## src/rtl/rv_core_pkg.sv

```systemverilog
// Shared definitions for the RV32I core front end.
//   NOP_INSTR  : bubble/flush encoding (addi x0,x0,0)
//   RESET_PC   : default PC after reset
//   if_state_t : fetch FSM states
//   word_align : clears the byte-offset bits of an address
package rv_core_pkg;

    localparam logic [31:0] NOP_INSTR = 32'h0000_0013;
    localparam logic [31:0] RESET_PC  = 32'h0000_0000;

    typedef enum logic [1:0] {
        FETCH,
        WAIT,
        HOLD
    } if_state_t;

    function automatic logic [31:0] word_align(input logic [31:0] a);
        return {a[31:2], 2'b00};
    endfunction

endpackage

```

## src/rtl/if_stage_if.sv

```systemverilog
// Instruction-memory request/response port (one outstanding request).
//   imem_req    : fetch request valid (master)
//   imem_addr   : word-aligned fetch address (master)
//   imem_gnt    : request accepted this cycle (slave)
//   imem_rvalid : imem_rdata valid, at least one cycle after gnt (slave)
//   imem_rdata  : fetched instruction (slave)
interface if_stage_if;

    logic        imem_req;
    logic [31:0] imem_addr;
    logic        imem_gnt;
    logic        imem_rvalid;
    logic [31:0] imem_rdata;

    modport master (
        output imem_req, imem_addr,
        input  imem_gnt, imem_rvalid, imem_rdata
    );

    modport slave (
        input  imem_req, imem_addr,
        output imem_gnt, imem_rvalid, imem_rdata
    );

endinterface

```

## src/rtl/if_id_reg.sv

```systemverilog
// IF/ID pipeline register.
//   clk, reset : clock, asynchronous active-high reset
//   en         : 0 = hold both fields
//   load       : with en=1, capture instr_in/pc_in; otherwise insert NOP
//                and keep the PC field
//   instr_in, pc_in   : instruction and its PC from the fetch logic
//   instr_out, pc_out : registered IF/ID contents
module if_id_reg #(
    parameter logic [31:0] NOP_INSTR = 32'h0000_0013,
    parameter logic [31:0] RESET_PC  = 32'h0000_0000
) (
    input  logic        clk,
    input  logic        reset,
    input  logic        en,
    input  logic        load,
    input  logic [31:0] instr_in,
    input  logic [31:0] pc_in,
    output logic [31:0] instr_out,
    output logic [31:0] pc_out
);

    always_ff @(posedge clk or posedge reset) begin
        if (reset) begin
            instr_out <= NOP_INSTR;
            pc_out    <= RESET_PC;
        end else if (en) begin
            if (load) begin
                instr_out <= instr_in;
                pc_out    <= pc_in;
            end else begin
                // Bubble or flush: PC field keeps its last value.
                instr_out <= NOP_INSTR;
            end
        end
    end

endmodule

```

## src/rtl/if_stage.sv

```systemverilog
// Instruction-fetch stage with IF/ID register.
//   clk, reset     : clock, asynchronous active-high reset
//   IFWrite        : 0 = hold PC and IF/ID (ID stall)
//   Branch, Jump   : redirect request from ID (ignored while IFWrite=0)
//   JumpAddr       : redirect target, low two bits dropped
//   imem           : instruction-memory master port (req/gnt/rvalid)
//   Instruction_id : IF/ID instruction
//   PC_id          : PC of Instruction_id
// Optional (IF_PERF_CNT_EN defined):
//   perf_fetch     : count of instructions delivered to ID
//   perf_bubble    : count of NOPs inserted (bubble or flush)
module if_stage #(
    parameter logic [31:0] RESET_PC  = rv_core_pkg::RESET_PC,
    parameter logic [31:0] NOP_INSTR = rv_core_pkg::NOP_INSTR
) (
    input  logic        clk,
    input  logic        reset,
    input  logic        IFWrite,
    input  logic        Branch,
    input  logic        Jump,
    input  logic [31:0] JumpAddr,
    if_stage_if.master  imem,
    output logic [31:0] Instruction_id,
    output logic [31:0] PC_id
`ifdef IF_PERF_CNT_EN
    ,
    output logic [31:0] perf_fetch,
    output logic [31:0] perf_bubble
`endif
);

    import rv_core_pkg::*;

    if_state_t   state;
    logic [31:0] pc;
    logic [31:0] pc_pend;
    logic [31:0] buf_data;
    logic        buf_vld;
    logic        kill;
    logic        req_q;

    logic        redirect;
    logic        gnt_ok;
    logic        deliver;
    logic [31:0] deliver_data;

    assign redirect = (Branch | Jump) & IFWrite;
    assign gnt_ok   = (state == FETCH) & req_q & imem.imem_gnt;

    assign imem.imem_req  = req_q;
    assign imem.imem_addr = word_align(pc);

    // Something valid reaches ID this edge: a live response or the buffer.
    always_comb begin
        deliver      = 1'b0;
        deliver_data = buf_data;
        if (IFWrite && !redirect) begin
            if (state == WAIT && imem.imem_rvalid && !kill) begin
                deliver      = 1'b1;
                deliver_data = imem.imem_rdata;
            end else if (state == HOLD && buf_vld) begin
                deliver = 1'b1;
            end
        end
    end

    // req_q is registered: it is set on every edge that leaves the FSM in
    // FETCH, so the first cycle after reset issues no request.
    always_ff @(posedge clk or posedge reset) begin
        if (reset) begin
            state    <= FETCH;
            pc       <= word_align(RESET_PC);
            pc_pend  <= word_align(RESET_PC);
            buf_data <= NOP_INSTR;
            buf_vld  <= 1'b0;
            kill     <= 1'b0;
            req_q    <= 1'b0;
        end else begin
            case (state)
                FETCH: begin
                    req_q <= 1'b1;
                    if (gnt_ok) begin
                        pc_pend <= pc;
                        req_q   <= 1'b0;
                        state   <= WAIT;
                        // Redirect on the grant edge: the response is wrong-path.
                        kill    <= redirect;
                    end
                end
                WAIT: begin
                    if (imem.imem_rvalid) begin
                        kill <= 1'b0;
                        if (kill || IFWrite) begin
                            // Delivered, flushed by redirect, or discarded.
                            state <= FETCH;
                            req_q <= 1'b1;
                        end else begin
                            buf_data <= imem.imem_rdata;
                            buf_vld  <= 1'b1;
                            state    <= HOLD;
                        end
                    end else if (redirect) begin
                        kill <= 1'b1;
                    end
                end
                HOLD: begin
                    if (IFWrite) begin
                        buf_vld <= 1'b0;
                        state   <= FETCH;
                        req_q   <= 1'b1;
                    end
                end
                default: begin
                    state <= FETCH;
                    req_q <= 1'b0;
                end
            endcase

            // Redirect wins over any same-edge delivery.
            if (redirect) begin
                pc      <= word_align(JumpAddr);
                buf_vld <= 1'b0;
            end else if (deliver) begin
                pc <= pc_pend + 32'd4;
            end
        end
    end

    if_id_reg #(
        .NOP_INSTR (NOP_INSTR),
        .RESET_PC  (word_align(RESET_PC))
    ) u_if_id (
        .clk       (clk),
        .reset     (reset),
        .en        (IFWrite),
        .load      (deliver),
        .instr_in  (deliver_data),
        .pc_in     (pc_pend),
        .instr_out (Instruction_id),
        .pc_out    (PC_id)
    );

`ifdef IF_PERF_CNT_EN
    always_ff @(posedge clk or posedge reset) begin
        if (reset) begin
            perf_fetch  <= 32'd0;
            perf_bubble <= 32'd0;
        end else begin
            if (deliver)
                perf_fetch <= perf_fetch + 32'd1;
            if (IFWrite && !deliver)
                perf_bubble <= perf_bubble + 32'd1;
        end
    end
`endif

endmodule

```

## src/flat_wrapper.sv

```systemverilog
// flat-port wrapper written by rule: the top's interface ports become plain ports
module if_stage_flat import rv_core_pkg::*;
#(
    parameter logic [31:0] RESET_PC  = rv_core_pkg::RESET_PC,
    parameter logic [31:0] NOP_INSTR = rv_core_pkg::NOP_INSTR
)
  (clk, reset, IFWrite, Branch, Jump, JumpAddr, Instruction_id, PC_id, imem_imem_req, imem_imem_addr, imem_imem_gnt, imem_imem_rvalid, imem_imem_rdata);
  if_stage_if imem_i ();
  input  logic clk;
  input  logic reset;
  input  logic IFWrite;
  input  logic Branch;
  input  logic Jump;
  input  logic [31:0] JumpAddr;
  output logic [31:0] Instruction_id;
  output logic [31:0] PC_id;
  output wire logic [$bits(imem_i.imem_req)-1:0] imem_imem_req;
  output wire logic [$bits(imem_i.imem_addr)-1:0] imem_imem_addr;
  input wire logic [$bits(imem_i.imem_gnt)-1:0] imem_imem_gnt;
  input wire logic [$bits(imem_i.imem_rvalid)-1:0] imem_imem_rvalid;
  input wire logic [$bits(imem_i.imem_rdata)-1:0] imem_imem_rdata;
  assign imem_imem_req = imem_i.imem_req;
  assign imem_imem_addr = imem_i.imem_addr;
  assign imem_i.imem_gnt = imem_imem_gnt;
  assign imem_i.imem_rvalid = imem_imem_rvalid;
  assign imem_i.imem_rdata = imem_imem_rdata;
  if_stage #(.RESET_PC(RESET_PC), .NOP_INSTR(NOP_INSTR)) u_core (.clk(clk), .reset(reset), .IFWrite(IFWrite), .Branch(Branch), .Jump(Jump), .JumpAddr(JumpAddr), .imem(imem_i), .Instruction_id(Instruction_id), .PC_id(PC_id));
endmodule
```

## config.mk

```make
export PLATFORM = sky130hd
export DESIGN_NAME = if_stage_flat
export DESIGN_NICKNAME = d
export VERILOG_FILES = /design/src/rtl/rv_core_pkg.sv /design/src/rtl/if_stage_if.sv /design/src/rtl/if_id_reg.sv /design/src/rtl/if_stage.sv /design/src/flat_wrapper.sv
export SDC_FILE = /design/constraint.sdc
export NUM_CORES = 1
export LEC_CHECK = 0
export BUFFER_PORTS_ARGS = -buffer_cell sky130_fd_sc_hd__buf_4
export CAP_MARGIN = 30
export CORE_AREA = 2 2 116 118
export CTS_BUF_LIST = sky130_fd_sc_hd__clkbuf_4 sky130_fd_sc_hd__clkbuf_8 sky130_fd_sc_hd__clkbuf_16
export DETAILED_ROUTE_END_ITERATION = 12
export DIE_AREA = 0 0 118 120
export PLACE_DENSITY = 0.94
export RECOVER_POWER = 100
export SYNTH_ARGS = -nofsm -noshare
export SYNTH_HDL_FRONTEND = slang
export SYNTH_SLANG_ARGS = --single-unit
```

## constraint.sdc

```tcl
create_clock -name clk -period 15.49 [get_ports clk]
set_clock_uncertainty 0.05 [all_clocks]
set_input_delay 2.3235 -clock clk [delete_from_list [all_inputs] [get_ports clk]]
set_output_delay 2.3235 -clock clk [all_outputs]
set_load 0.03 [all_outputs]
```

# After elaboration in Yosys (flattened, before gate mapping)
# Cells that the tools add are included.
[op_classes]
addsub = 1
n_eq_ne = 9
muxes = 27
bitwise = 5
n_reduce_logical = 18
[ops]
columns = ["operator", "count"]
rows = [
  ["32-bit 2-to-1 mux", 5],
  ["32-bit by 3-bit adder with 32-bit output (second input constant)", 1],
  ["1-bit 2-to-1 mux", 14],
  ["3-bit AND reduction", 4],
  ["3-bit by 2-bit inequality test with 1-bit output (second input constant)", 3],
  ["2-bit 2-to-1 mux", 4],
  ["2-bit inequality test (second input constant)", 3],
  ["2-bit case mux with 3 select lines", 1],
  ["1-bit logical AND", 4],
  ["1-bit case mux with 2 select lines", 2],
  ["2-bit AND reduction", 2],
  ["4-bit AND reduction", 1],
  ["2-bit nonzero test", 2],
  ["1-bit bitwise AND", 3],
  ["1-bit case mux with 3 select lines", 1],
  ["3-bit nonzero test", 1],
  ["2-bit by 1-bit == test with 1-bit output (second input constant)", 1],
  ["2-bit == test (second input constant)", 1],
  ["1-bit logical NOT", 2],
  ["2-bit logical NOT", 1],
  ["2-bit by 1-bit inequality test with 1-bit output (second input constant)", 1],
  ["1-bit logical OR", 1],
  ["1-bit inverter", 1],
  ["1-bit bitwise OR", 1],
]
[totals]
reg_bits = 165
inputBits = 71
output_inout_bits = 97
word_cells = 69

# Longest topological paths before layout
# Gate-level depths: netlist of run 1.
[logic_depth]
ltp_word = 7
ltp_mapped = 9
ltp_nobuf = 7

# Hierarchy
# From an unflattened synthesis of run 1, not the netlist that was laid out.
[unflattened]
cells_unflattened = 606
area_unflattened_um2 = 7742.4
[modules_own_cells]
columns = ["mod", "instances", "cells_each", "area_each_um2", "seq_area_each_um2"]
rows = [
  ["if_stage", 1, 464, 5248.8, 2531.2],
  ["if_id_reg", 1, 142, 2493.6, 1605.3],
]

# Least setup slack after synthesis of run 1
# OpenSTA, ideal clock, no wires.
[synth_timing]
kind = "input to register"
startpoint = "in IFWrite"
endpoint = "reg u_core.buf_data[10]"
setup_ns = 0.125
t_arrival_ns = 3.475
t_required_ns = 15.315
slack_ns = 11.840
path_stages = 4
n_path_buf = 2
path_cell_list = "clkbuf_1 -> nor3_1 -> buf_2 -> mux2_2"
[synth_via]
elab_chain_len = 3
[synth_rtl]
columns = ["element", "line_no", "rtl"]
rows = [
  ["start: declaration", "flat_wrapper.sv:11", "input logic IFWrite;"],
  ["1-bit logical OR", "if_stage.sv:93", "if (kill || IFWrite) begin"],
  ["1-bit inverter (no source line)", "--", ""],
  ["3-bit AND reduction (no source line)", "--", ""],
  ["end signal: assignment", "if_stage.sv:98", "buf_data <= imem.imem_rdata;"],
  ["end: declaration", "if_stage.sv:37", "logic [31:0] buf_data;"],
]
# Every way passes these cells.
# A chain may end at the register's enable or synchronous reset.

==> impl_summary.log, run 1 <==
INFO  metric final_max_slew_viol_count = 355
INFO  metric cts-root-buf = sky130_fd_sc_hd__clkbuf_16
INFO  metric postLayoutSetupSlackWorst = 7.43 ns
INFO  metric max_slew.worst_pin.slew = 3.76 ns
INFO  metric groute.usage.overall = 26.0%
INFO  metric antenna_left = 0
INFO  metric io_port_bufs = 163
INFO  metric setup.reg_to_reg.worst_slack = 11.77 ns
INFO  metric htree_levels = 4
INFO  metric synthCells = 661
INFO  metric critical_path_peak_fanout = 89
INFO  metric first_pass_iters = 9
INFO  metric final-setup-viol-count = 0
INFO  metric dpl_worst_slack = 11.33 ns
INFO  metric fin_setup_tns = 0 ns
INFO  metric synth_warnings = 0
INFO  metric whs_path_depth = 2
INFO  metric worst_slew_margin_rel = -151%
INFO  metric run_status = finished with violations
INFO  metric grt_pass1_wl = 28600 um
INFO  metric hold_buffers = 0
INFO  metric post-route-drc-count = 0
INFO  metric tritoncts.num_buffers = 17
INFO  metric globalplace.congestion = 0.809
INFO  metric stdcell_area = 8860 um^2
INFO  metric initial_core_util = 57.9%
INFO  metric num_rows = 42
INFO  metric chipHeight = 120 um
INFO  metric crit_type = in -> async
INFO  metric total_detailed_routing_wirelength = 18000 um
INFO  metric cts.path.max_buffers = 2
INFO  metric source_to_sink_clock_delay_at_the_later_pin_of_the_worst_skew_pair = 0.43 ns
INFO  metric route.detailed.vias_per_inst = 5.85
INFO  metric timing.hold.worst.start = u_core.u_if_id.pc_out[14]
INFO  metric fillCellCount = 1018
INFO  metric nets = 857
INFO  metric vias = 5674
INFO  metric max_cap_violations = 7
INFO  metric fraction_of_layout_instances_using_a_drive_strength_above_1 = 23.7%
INFO  metric pin_count = 168
INFO  metric final.min_clock_period = 8.06 ns
INFO  metric peakVddDrop = 0.0833 mV
INFO  metric cts.clk_slew.worst_paths = 0.06 ns
INFO  metric failed_checks = max-capacitance violations, max-slew violations
INFO  metric total_core_area = 13000 um^2
INFO  metric cts_tree = built
INFO  metric synth_cell_types = 54
INFO  metric crit_arrival = 7.68 ns
INFO  metric die_width = 118 um
INFO  metric syn-mean-instance-area = 11.4 um^2
INFO  metric cts_sinks = 165
INFO  metric first_global_vias = 5662
INFO  metric grt_overflow_total = 0
INFO  metric detail_route.wl_per_cell = 18.5 um
INFO  metric worst_r2r_path_depth = 7
INFO  metric postPlaceCellArea = 8630 um^2
INFO  metric cts.repair_timing.setup_buffer_count = 0
INFO  metric reg2reg_to = u_core.pc[30]
INFO  metric setup_repair_after_global_routing_missed_its_margin = no
INFO  metric timing.critical_path.to_type = async pin
INFO  metric worst_endpoint_required_time = 15.11 ns
INFO  metric drt_iter0_drc = 583
INFO  metric syn2layout_area_growth = 17.9%
INFO  metric diodes = 0
INFO  metric proportion_of_synthesized_chip_area_in_sequential_cells = 55.0%
INFO  metric power.static_leakage = 3.96 nW
INFO  metric crit_path_start_kind = input port
INFO  metric fmax = 0.124 GHz
INFO  metric mappedNetlistArea = 7520 um^2
INFO  metric report.final.hold_viol_count = 0
INFO  metric number_of_antenna_violations_at_the_first_check_in_global_routing = 0
INFO  metric period_share = 52.0%
INFO  metric critical_path.reg2reg.startpoint = u_core.state[1]
INFO  metric synth-seq-cells = 165
INFO  metric p_per_area = 184 nW/um^2
INFO  metric die-area = 14200 um^2
INFO  metric worst_hold_path_type = reg -> reg
INFO  metric dpl.hpwl = 11600 um
INFO  metric post-route-util = 68.3%
INFO  metric postCtsResizedCells = 0
INFO  metric hold_end = u_core.u_if_id.pc_out[14]
INFO  metric largest_net_degree_at_the_start_of_global_routing = 90
## cell usage after synthesis (all sizes together)
master,number,share of area (%)
a21oi,14,0.93
a221o,29,3.9
a222oi,1,0.13
a22o,3,0.37
a22oi,14,1.4
and2,2,0.17
and3,6,0.55
and3b,1,0.12
and4,4,0.50
buf,51,4.9
clkbuf,21,1.2
conb,1,0.050
dfrtp,159,53
dfstp,6,2.1
ha,5,0.83
inv,12,0.60
mux2,65,9.7
mux2i,1,0.13
nand2,102,5.1
nand3,18,1.4
nand3b,1,0.10
nand4,8,1.1
nor2,9,0.45
nor2b,30,2.5
nor3,7,0.47
nor3b,1,0.10
nor4,7,0.87
o211ai,2,0.20
o21a,1,0.10
o21ai,34,2.3
o221ai,3,0.35
o22ai,11,0.92
o31a,2,0.23
o31ai,1,0.10
o41ai,1,0.12
or2,2,0.17
or4,1,0.10
xnor2,14,1.6
xor2,11,1.3
## kinds of logic (layout without fill, tap and decap cells)
family          after synthesis  count (layout)  synth area share [%]
flops                       165             165                  55.0
buf+inv                      84             216                  6.69
xor+xnor                     25              25                  2.91
other cells                   1               2                0.0499
mux                          66              66                  9.87
simple gates                199             199                  13.6
compound gates              116             116                  11.0
fa+ha+maj                     5               5                 0.832
## worst max path at each step
| stage | cells after the start | end | startpoint |
|---|---|---|---|
| after floorplan | 1 | u_core.buf_data[10] | reset |
| after global placement | 4 | u_core.u_if_id.instr_out[3] | IFWrite |
| after detailed placement | 6 | u_core.pc[22] | IFWrite |
| after CTS | 6 | u_core.pc[22] | IFWrite |
| after global routing | 4 | u_core.u_if_id.instr_out[27] | reset |
| final | 4 | u_core.pc_pend[29] | reset |
## layer usage
layer | GRT usage (%) | share of wire (%) | vias to the layer above
met4 | 9.34 | 1.5 | 0
met1 | 31.4 | 41 | 2852
met3 | 7.79 | 7.4 | 23
li1 | - | - | 2547
met5 | 0 | 0 | -
met2 | 44.3 | 50 | 252
## power breakdown
group | switching, W | internal, W | leakage [nW]
clock | 0.000167 | 0.000294 | 0.319
sequential | 0.000130 | 0.000576 | 2.07
combinational | 0.000277 | 0.000182 | 1.57
## state kept, by name, summed over array words and instances, names as in the netlist
| signal | flops |
|---|---|
| u_core.kill | 1 |
| u_core.imem.imem_req | 1 |
| u_core.u_if_id.pc_out | 32 |
| u_core.pc_pend | 32 |
| u_core.u_if_id.instr_out | 32 |
| u_core.state | 2 |
| u_core.buf_data | 32 |
| u_core.buf_vld | 1 |
| u_core.pc | 32 |
## worst max-delay path, stage by stage
cell                         delay [ns]
sky130_fd_sc_hd__clkbuf_4          0.11
sky130_fd_sc_hd__clkinvlp_2        2.07
sky130_fd_sc_hd__clkbuf_1          0.38
sky130_fd_sc_hd__clkbuf_1          2.67
## per-stage QoR
step                std cells  total power [W]  hold slack (ns)
floorplan                 662          0.00106            0.406
global placement          934          0.00118            0.402
detailed placement        937          0.00122            0.407
CTS                       969          0.00168            0.420
global route              970          0.00171            0.441
finish                    970          0.00163            0.412
## cell type report
class                   count  area (um^2)  area share [%]
clock buffers              24          509            5.75
well taps                 176          220            2.49
flip-flops and latches    165         4140            46.7
multi-input cells         413         2890            32.6
clock inverters             8          145            1.64
repair buffers            172          916            10.3
inverters                  12         46.3           0.522
## placed cells by master (no fill, tap or decap), drive strengths merged, types with 8 or more instances in the layout
master / Yosys / layout
dfrtp: 159 / 159
clkbuf: 21 / 128
nand2: 102 / 102
buf: 51 / 68
mux2: 65 / 65
o21ai: 34 / 34
nor2b: 30 / 30
a221o: 29 / 29
nand3: 18 / 18
a21oi: 14 / 14
a22oi: 14 / 14
xnor2: 14 / 14
xor2: 11 / 11
o22ai: 11 / 11
inv: 12 / 11
nor2: 9 / 9
nand4: 8 / 8
No activity file was read; power rests on OpenSTA's default activity.
==> run 2, diff against run 1 <==
--- a/config.mk
+++ b/config.mk
@@ -7,11 +7,11 @@
 export LEC_CHECK = 0
 export BUFFER_PORTS_ARGS = -buffer_cell sky130_fd_sc_hd__buf_4
 export CAP_MARGIN = 30
-export CORE_AREA = 2 2 116 118
+export CORE_AREA = 2 2 127 129
 export CTS_BUF_LIST = sky130_fd_sc_hd__clkbuf_4 sky130_fd_sc_hd__clkbuf_8 sky130_fd_sc_hd__clkbuf_16
 export DETAILED_ROUTE_END_ITERATION = 12
-export DIE_AREA = 0 0 118 120
-export PLACE_DENSITY = 0.94
+export DIE_AREA = 0 0 129 131
+export PLACE_DENSITY = 0.85
 export RECOVER_POWER = 100
 export SYNTH_ARGS = -nofsm -noshare
 export SYNTH_HDL_FRONTEND = slang
==> constraint.sdc (replaced) <==
create_clock -name clk -period 6.7 [get_ports clk]
set_clock_uncertainty 0.05 [all_clocks]
set_input_delay 1.005 -clock clk [delete_from_list [all_inputs] [get_ports clk]]
set_output_delay 1.005 -clock clk [all_outputs]
set_load 0.03 [all_outputs]
==> run 2 against run 1 <==
The run still ends with max-capacitance violations, max-slew violations left. Cell area up 0.64%. Flip-flop and latch count unchanged. Power up 130%. Die area up 19%. Largest cell class unchanged.
==> impl_summary.log, run 2 (synthesis gave the netlist of run 1 again) <==
INFO  metric run_status = finished with violations
INFO  metric failed_checks = max-capacitance violations, max-slew violations
INFO  metric post-route-drc-count = 0
INFO  metric source_to_sink_clock_delay_at_the_later_pin_of_the_worst_skew_pair = 0.42 ns
INFO  metric cts.path.max_buffers = 2
INFO  metric critical_path.n_buffers_inverters = 2
INFO  metric period_share = 62.6%
INFO  metric worst_hold_path_type = reg -> reg
INFO  metric cts-root-buf = sky130_fd_sc_hd__clkbuf_16
INFO  metric setup_repair_after_global_routing_missed_its_margin = no
INFO  metric die-area = 16900 um^2
INFO  metric fmax = 0.239 GHz
INFO  metric critical-path-max-stage-delay = 1.41 ns
INFO  metric max_slew.worst_pin.slew = 2.00 ns
INFO  metric cts_tree = built
INFO  metric grt_overflow_total = 0
INFO  metric groute.usage.overall = 21.1%
INFO  metric globalplace.congestion = 0.807
INFO  metric worst_endpoint_required_time = 7.00 ns
INFO  metric layout_common_cells = sky130_fd_sc_hd__dfrtp_1, sky130_fd_sc_hd__nand2_1, sky130_fd_sc_hd__clkbuf_1
INFO  metric fillCellCount = 1395
INFO  metric detail_route.wl_per_cell = 17.3 um
INFO  metric p_per_area = 417 nW/um^2
INFO  metric final-setup-viol-count = 0
INFO  metric crit_path_frequent_cell = sky130_fd_sc_hd__clkbuf_1
INFO  metric peakVddDrop = 0.168 mV
INFO  metric crit_path_start_kind = input port
INFO  metric post-route-util = 57.2%
INFO  metric num_rows = 46
INFO  metric critical_path_peak_fanout = 46
INFO  metric final.min_clock_period = 4.19 ns
INFO  metric power.static_leakage = 3.96 nW
INFO  metric postPlaceCellArea = 8680 um^2
INFO  metric timing.critical_path.to_type = flip-flop
INFO  metric nets = 858
INFO  metric first_pass_iters = 5
INFO  metric worst_slew_margin_rel = -33.2%
INFO  metric htree_levels = 4
INFO  metric dpl.hpwl = 11400 um
INFO  metric hold_buffers = 0
INFO  metric final_max_slew_viol_count = 111
INFO  metric crit_type = in -> reg
INFO  metric stdcell_area = 8920 um^2
INFO  metric multiInputGateArea = 2890 um^2
INFO  metric crit_path_cell_trace = clkbuf_1 -> and4_1 -> and2_0 -> clkbuf_1 -> a221o_1
INFO  metric cp_top_family = buffers and inverters
INFO  metric tritoncts.num_buffers = 17
INFO  metric slowest_stage = sky130_fd_sc_hd__clkbuf_1
INFO  metric vias = 5492
INFO  metric chipHeight = 131 um
INFO  metric crit_arrival = 4.49 ns
INFO  metric first_global_vias = 5373
INFO  metric antenna_left = 0
INFO  metric cts.repair_timing.setup_buffer_count = 0
INFO  metric report.power.total = 0.00371 W
INFO  metric pin_count = 168
INFO  metric seqCellArea = 4140 um^2
INFO  metric max_cap_violations = 3
INFO  metric cts_sinks = 165
INFO  metric total_core_area = 15600 um^2
INFO  metric die_width = 129 um
INFO  metric fraction_of_layout_instances_using_a_drive_strength_above_1 = 23.8%
INFO  metric hold-worst-slack = 0.415 ns
INFO  metric drt_iter0_drc = 280
INFO  metric report.final.hold_viol_count = 0
INFO  metric initial_core_util = 48.2%
INFO  metric diodes = 0
INFO  metric total_detailed_routing_wirelength = 17400 um
INFO  metric syn2layout_area_growth = 18.6%
INFO  metric number_of_antenna_violations_at_the_first_check_in_global_routing = 0
INFO  metric final_common_cell = sky130_fd_sc_hd__dfrtp_1
INFO  metric largest_net_degree_at_the_start_of_global_routing = 101
INFO  metric route.detailed.vias_per_inst = 5.44
INFO  metric cts.clk_slew.worst_paths = 0.06 ns
INFO  metric io_port_bufs = 163
INFO  metric postCtsResizedCells = 0
INFO  metric fin_setup_tns = 0 ns
INFO  metric grt_pass1_wl = 27600 um
run 2: path summary, 6_finish.rpt:
| check | start | end | slack (ns) | cells after the start |
|---|---|---|---|---|
| setup / recovery | IFWrite | u_core.u_if_id.instr_out[14] | 2.51 | 5 |
| hold reg to reg | u_core.u_if_id.pc_out[12] | u_core.u_if_id.pc_out[12] | 0.41 | 2 |
| max in group asynchronous | reset | u_core.pc_pend[4] | 4.63 | 4 |
| setup reg to reg | u_core.state[0] | u_core.pc_pend[29] | 3.60 | 5 |
| hold / removal | u_core.u_if_id.pc_out[12] | u_core.u_if_id.pc_out[12] | 0.41 | 2 |
| min in group asynchronous | reset | u_core.buf_data[21] | 0.44 | 2 |
run 2: layer usage:
metal / wire (um) / track usage (%)
met3: 1240 / 6.80
met5: 0 / 0
met4: 271 / 7.48
met1: 7660 / 27.4
met2: 8250 / 33.4
run 2: final cells by class:
class                      count  share of cell area [%]
multi-input combinational    413                    32.4
clock buffer                  22                    5.47
timing repair buffer         173                    10.6
sequential                   165                    46.4
inverter                      12                   0.519
tap                          216                    3.03
clock inverter                 8                    1.66
run 2: stage by stage:
stage                     cells  worst slack (ns)
after global placement      975              3.53
after floorplan             662              1.19
after global routing       1009              2.13
after CTS                  1008              4.02
after detailed placement    978              3.57
final                      1009              2.51
run 2: power by group:
group          total (W)  switching (W)  leakage (nW)  internal (W)
combinational    0.00105       0.000631          1.59      0.000422
sequential       0.00162       0.000288          2.07       0.00133
clock            0.00104       0.000380         0.304      0.000663
run 2: worst register-to-register path: stages (launching register included):
cell	delay, ns
sky130_fd_sc_hd__dfrtp_1	0.41
sky130_fd_sc_hd__inv_1	0.08
sky130_fd_sc_hd__ha_1	0.28
sky130_fd_sc_hd__nand3_1	0.31
sky130_fd_sc_hd__clkbuf_1	1.38
sky130_fd_sc_hd__mux2_2	0.47
==> run 3, diff against run 2 <==
--- a/config.mk
+++ b/config.mk
@@ -7,11 +7,11 @@
 export LEC_CHECK = 0
 export BUFFER_PORTS_ARGS = -buffer_cell sky130_fd_sc_hd__buf_4
 export CAP_MARGIN = 30
-export CORE_AREA = 2 2 127 129
+export CORE_AREA = 2 2 121 123
 export CTS_BUF_LIST = sky130_fd_sc_hd__clkbuf_4 sky130_fd_sc_hd__clkbuf_8 sky130_fd_sc_hd__clkbuf_16
 export DETAILED_ROUTE_END_ITERATION = 12
-export DIE_AREA = 0 0 129 131
-export PLACE_DENSITY = 0.85
+export DIE_AREA = 0 0 123 125
+export PLACE_DENSITY = 0.88
 export RECOVER_POWER = 100
 export SYNTH_ARGS = -nofsm -noshare
 export SYNTH_HDL_FRONTEND = slang
==> constraint.sdc (replaced) <==
create_clock -name clk -period 4.3 [get_ports clk]
set_clock_uncertainty 0.05 [all_clocks]
set_input_delay 0.645 -clock clk [delete_from_list [all_inputs] [get_ports clk]]
set_output_delay 0.645 -clock clk [all_outputs]
set_load 0.03 [all_outputs]
==> run 3 against run 2 <==
Utilization is 5.2 points higher. Global-route usage grew 2.5 points. Clock-buffer cell count grew 1. Power increased by 53%. The flow still finishes with violations (max-capacitance violations, max-slew violations). Combinational power increased by 57%.
==> impl_summary.log, run 3 (synthesis gave the netlist of run 1 again) <==
INFO  metric crit_arrival = 3.32 ns
INFO  metric period_share = 71.4%
INFO  metric final-setup-viol-count = 0
INFO  metric first_global_vias = 5624
INFO  metric groute.usage.overall = 23.5%
INFO  metric critical-path-max-stage-delay = 1.29 ns
INFO  metric chipHeight = 125 um
INFO  metric cts-root-buf = sky130_fd_sc_hd__clkbuf_16
INFO  metric fmax = 0.326 GHz
INFO  metric diodes = 0
INFO  metric num_rows = 44
INFO  metric reg2reg_to = u_core.pc_pend[6]
INFO  metric postCtsResizedCells = 0
INFO  metric dpl.hpwl = 11600 um
INFO  metric final.min_clock_period = 3.07 ns
INFO  metric worst_hold_path_type = in -> async
INFO  metric detail_route.wl_per_cell = 17.8 um
INFO  metric nets = 859
INFO  metric final_common_cell = sky130_fd_sc_hd__dfrtp_1
INFO  metric fraction_of_layout_instances_using_a_drive_strength_above_1 = 24.2%
INFO  metric route.detailed.vias_per_inst = 5.71
INFO  metric critical_path_peak_fanout = 28
INFO  metric timing.critical_path.from = u_core.state[0]
INFO  metric max_cap_violations = 3
INFO  metric timing.critical_path.to_type = flip-flop
INFO  metric largest_net_degree_at_the_start_of_global_routing = 70
INFO  metric layout_common_cells = sky130_fd_sc_hd__dfrtp_1, sky130_fd_sc_hd__nand2_1, sky130_fd_sc_hd__clkbuf_1
INFO  metric worst_r2r_path_depth = 5
INFO  metric vias = 5591
INFO  metric cts.path.max_buffers = 2
INFO  metric cts.clk_slew.worst_paths = 0.06 ns
INFO  metric peakVddDrop = 0.436 mV
INFO  metric number_of_antenna_violations_at_the_first_check_in_global_routing = 0
INFO  metric die_width = 123 um
INFO  metric hold_buffers = 0
INFO  metric report.final.hold_viol_count = 0
INFO  metric htree_levels = 4
INFO  metric worst_endpoint_required_time = 4.55 ns
INFO  metric globalplace.congestion = 0.784
INFO  metric run_status = finished with violations
INFO  metric setup.reg_to_reg.worst_slack = 1.23 ns
INFO  metric crit_type = reg -> reg
INFO  metric grt_overflow_total = 0
INFO  metric die-area = 15400 um^2
INFO  metric fin_setup_tns = 0 ns
INFO  metric antenna_left = 0
INFO  metric syn2layout_area_growth = 17.8%
INFO  metric io_port_bufs = 163
INFO  metric drt_iter0_drc = 450
INFO  metric p_per_area = 640 nW/um^2
INFO  metric cts_tree = built
INFO  metric source_to_sink_clock_delay_at_the_later_pin_of_the_worst_skew_pair = 0.42 ns
INFO  metric total_detailed_routing_wirelength = 17500 um
INFO  metric total_core_area = 14200 um^2
INFO  metric worst_slew_margin_rel = -51.2%
INFO  metric max_slew.worst_pin.slew = 2.27 ns
INFO  metric pin_count = 168
INFO  metric crit_path_start_kind = flip-flop
INFO  metric tritoncts.num_buffers = 17
INFO  metric post-route-util = 62.3%
INFO  metric post-route-drc-count = 0
INFO  metric initial_core_util = 52.9%
INFO  metric crit_path_cell_trace = inv_1 -> ha_1 -> nand3_1 -> clkbuf_1 -> mux2_2
INFO  metric critical_path.reg2reg.startpoint = u_core.state[0]
INFO  metric slowest_stage = sky130_fd_sc_hd__clkbuf_1
INFO  metric grt_pass1_wl = 28200 um
INFO  metric cts.repair_timing.setup_buffer_count = 0
INFO  metric cts_sinks = 165
INFO  metric setup_repair_after_global_routing_missed_its_margin = no
INFO  metric first_pass_iters = 4
INFO  metric final_max_slew_viol_count = 102
INFO  metric power.static_leakage = 3.96 nW
INFO  metric failed_checks = max-capacitance violations, max-slew violations
run 3: cell types whose count changed in the layout (fill, tap and decap cells not counted), sizes merged:
cell,previous run,this run
clkinvlp,4,3
buf,72,74
clkinv,1,5
bufinv,4,2
run 3: critical path: cells and delay by family, from the launching register on:
kind,cells,cell delay [ns]
buffers and inverters,2,1.37
and+or+nand+nor,1,0.40
adders and majority gates,1,0.27
DFF,1,0.40
muxes,1,0.45
run 3: stage by stage:
| step | setup WS, ns | instance area, um^2 | instances | power [W] | hold WS [ns] |
|---|---|---|---|---|---|
| final | 1.23 | 8850 | 980 | 0.00567 | 0.301 |
| after global routing | 0.995 | 8850 | 980 | 0.00599 | 0.332 |
| after CTS | 1.91 | 9240 | 979 | 0.00588 | 0.379 |
| after detailed placement | 1.74 | 8650 | 947 | 0.00437 | 0.407 |
| after global placement | 1.54 | 8630 | 945 | 0.00429 | 0.403 |
| after floorplan | 1.51 | 7520 | 662 | 0.00382 | 0.406 |
run 3: how the worst max path moves through the flow:
| stage | to | slack, ns | cells past startpoint |
|---|---|---|---|
| 2_1_floorplan | u_core.buf_data[10] | 1.51 | 1 |
| 3_3_place_gp | u_core.u_if_id.instr_out[23] | 1.54 | 4 |
| 3_5_place_dp | u_core.u_if_id.instr_out[7] | 1.74 | 5 |
| 4_1_cts | u_core.pc[29] | 1.91 | 8 |
| 5_1_grt | u_core.pc_pend[29] | 1.0 | 5 |
| 6_report | u_core.pc_pend[6] | 1.23 | 5 |
run 3: layout make-up:
cell class | instances | area (um^2)
tap | 184 | 230
clock buffer | 23 | 483
inverter | 12 | 46.3
timing repair buffer | 174 | 971
multi-input combinational | 413 | 2880
clock inverter | 9 | 104
fill | 1201 | 5350
sequential | 165 | 4140
run 3: layer usage:
layer	routed length (um)	global-route usage (%)	part of all wire, %	up-vias
li1	-	-	-	2549
met1	7370	30.6	42	2814
met2	8470	37.8	48	201
met3	1280	6.66	7.3	27
met4	355	8.49	2.0	0
met5	0	0	0	-
run 3: report_power, final:
group	total [W]	internal (W)	switching, W
Clock	0.00151	0.000908	0.000598
Sequential	0.00252	0.00207	0.000447
Combinational	0.00165	0.000658	0.000987
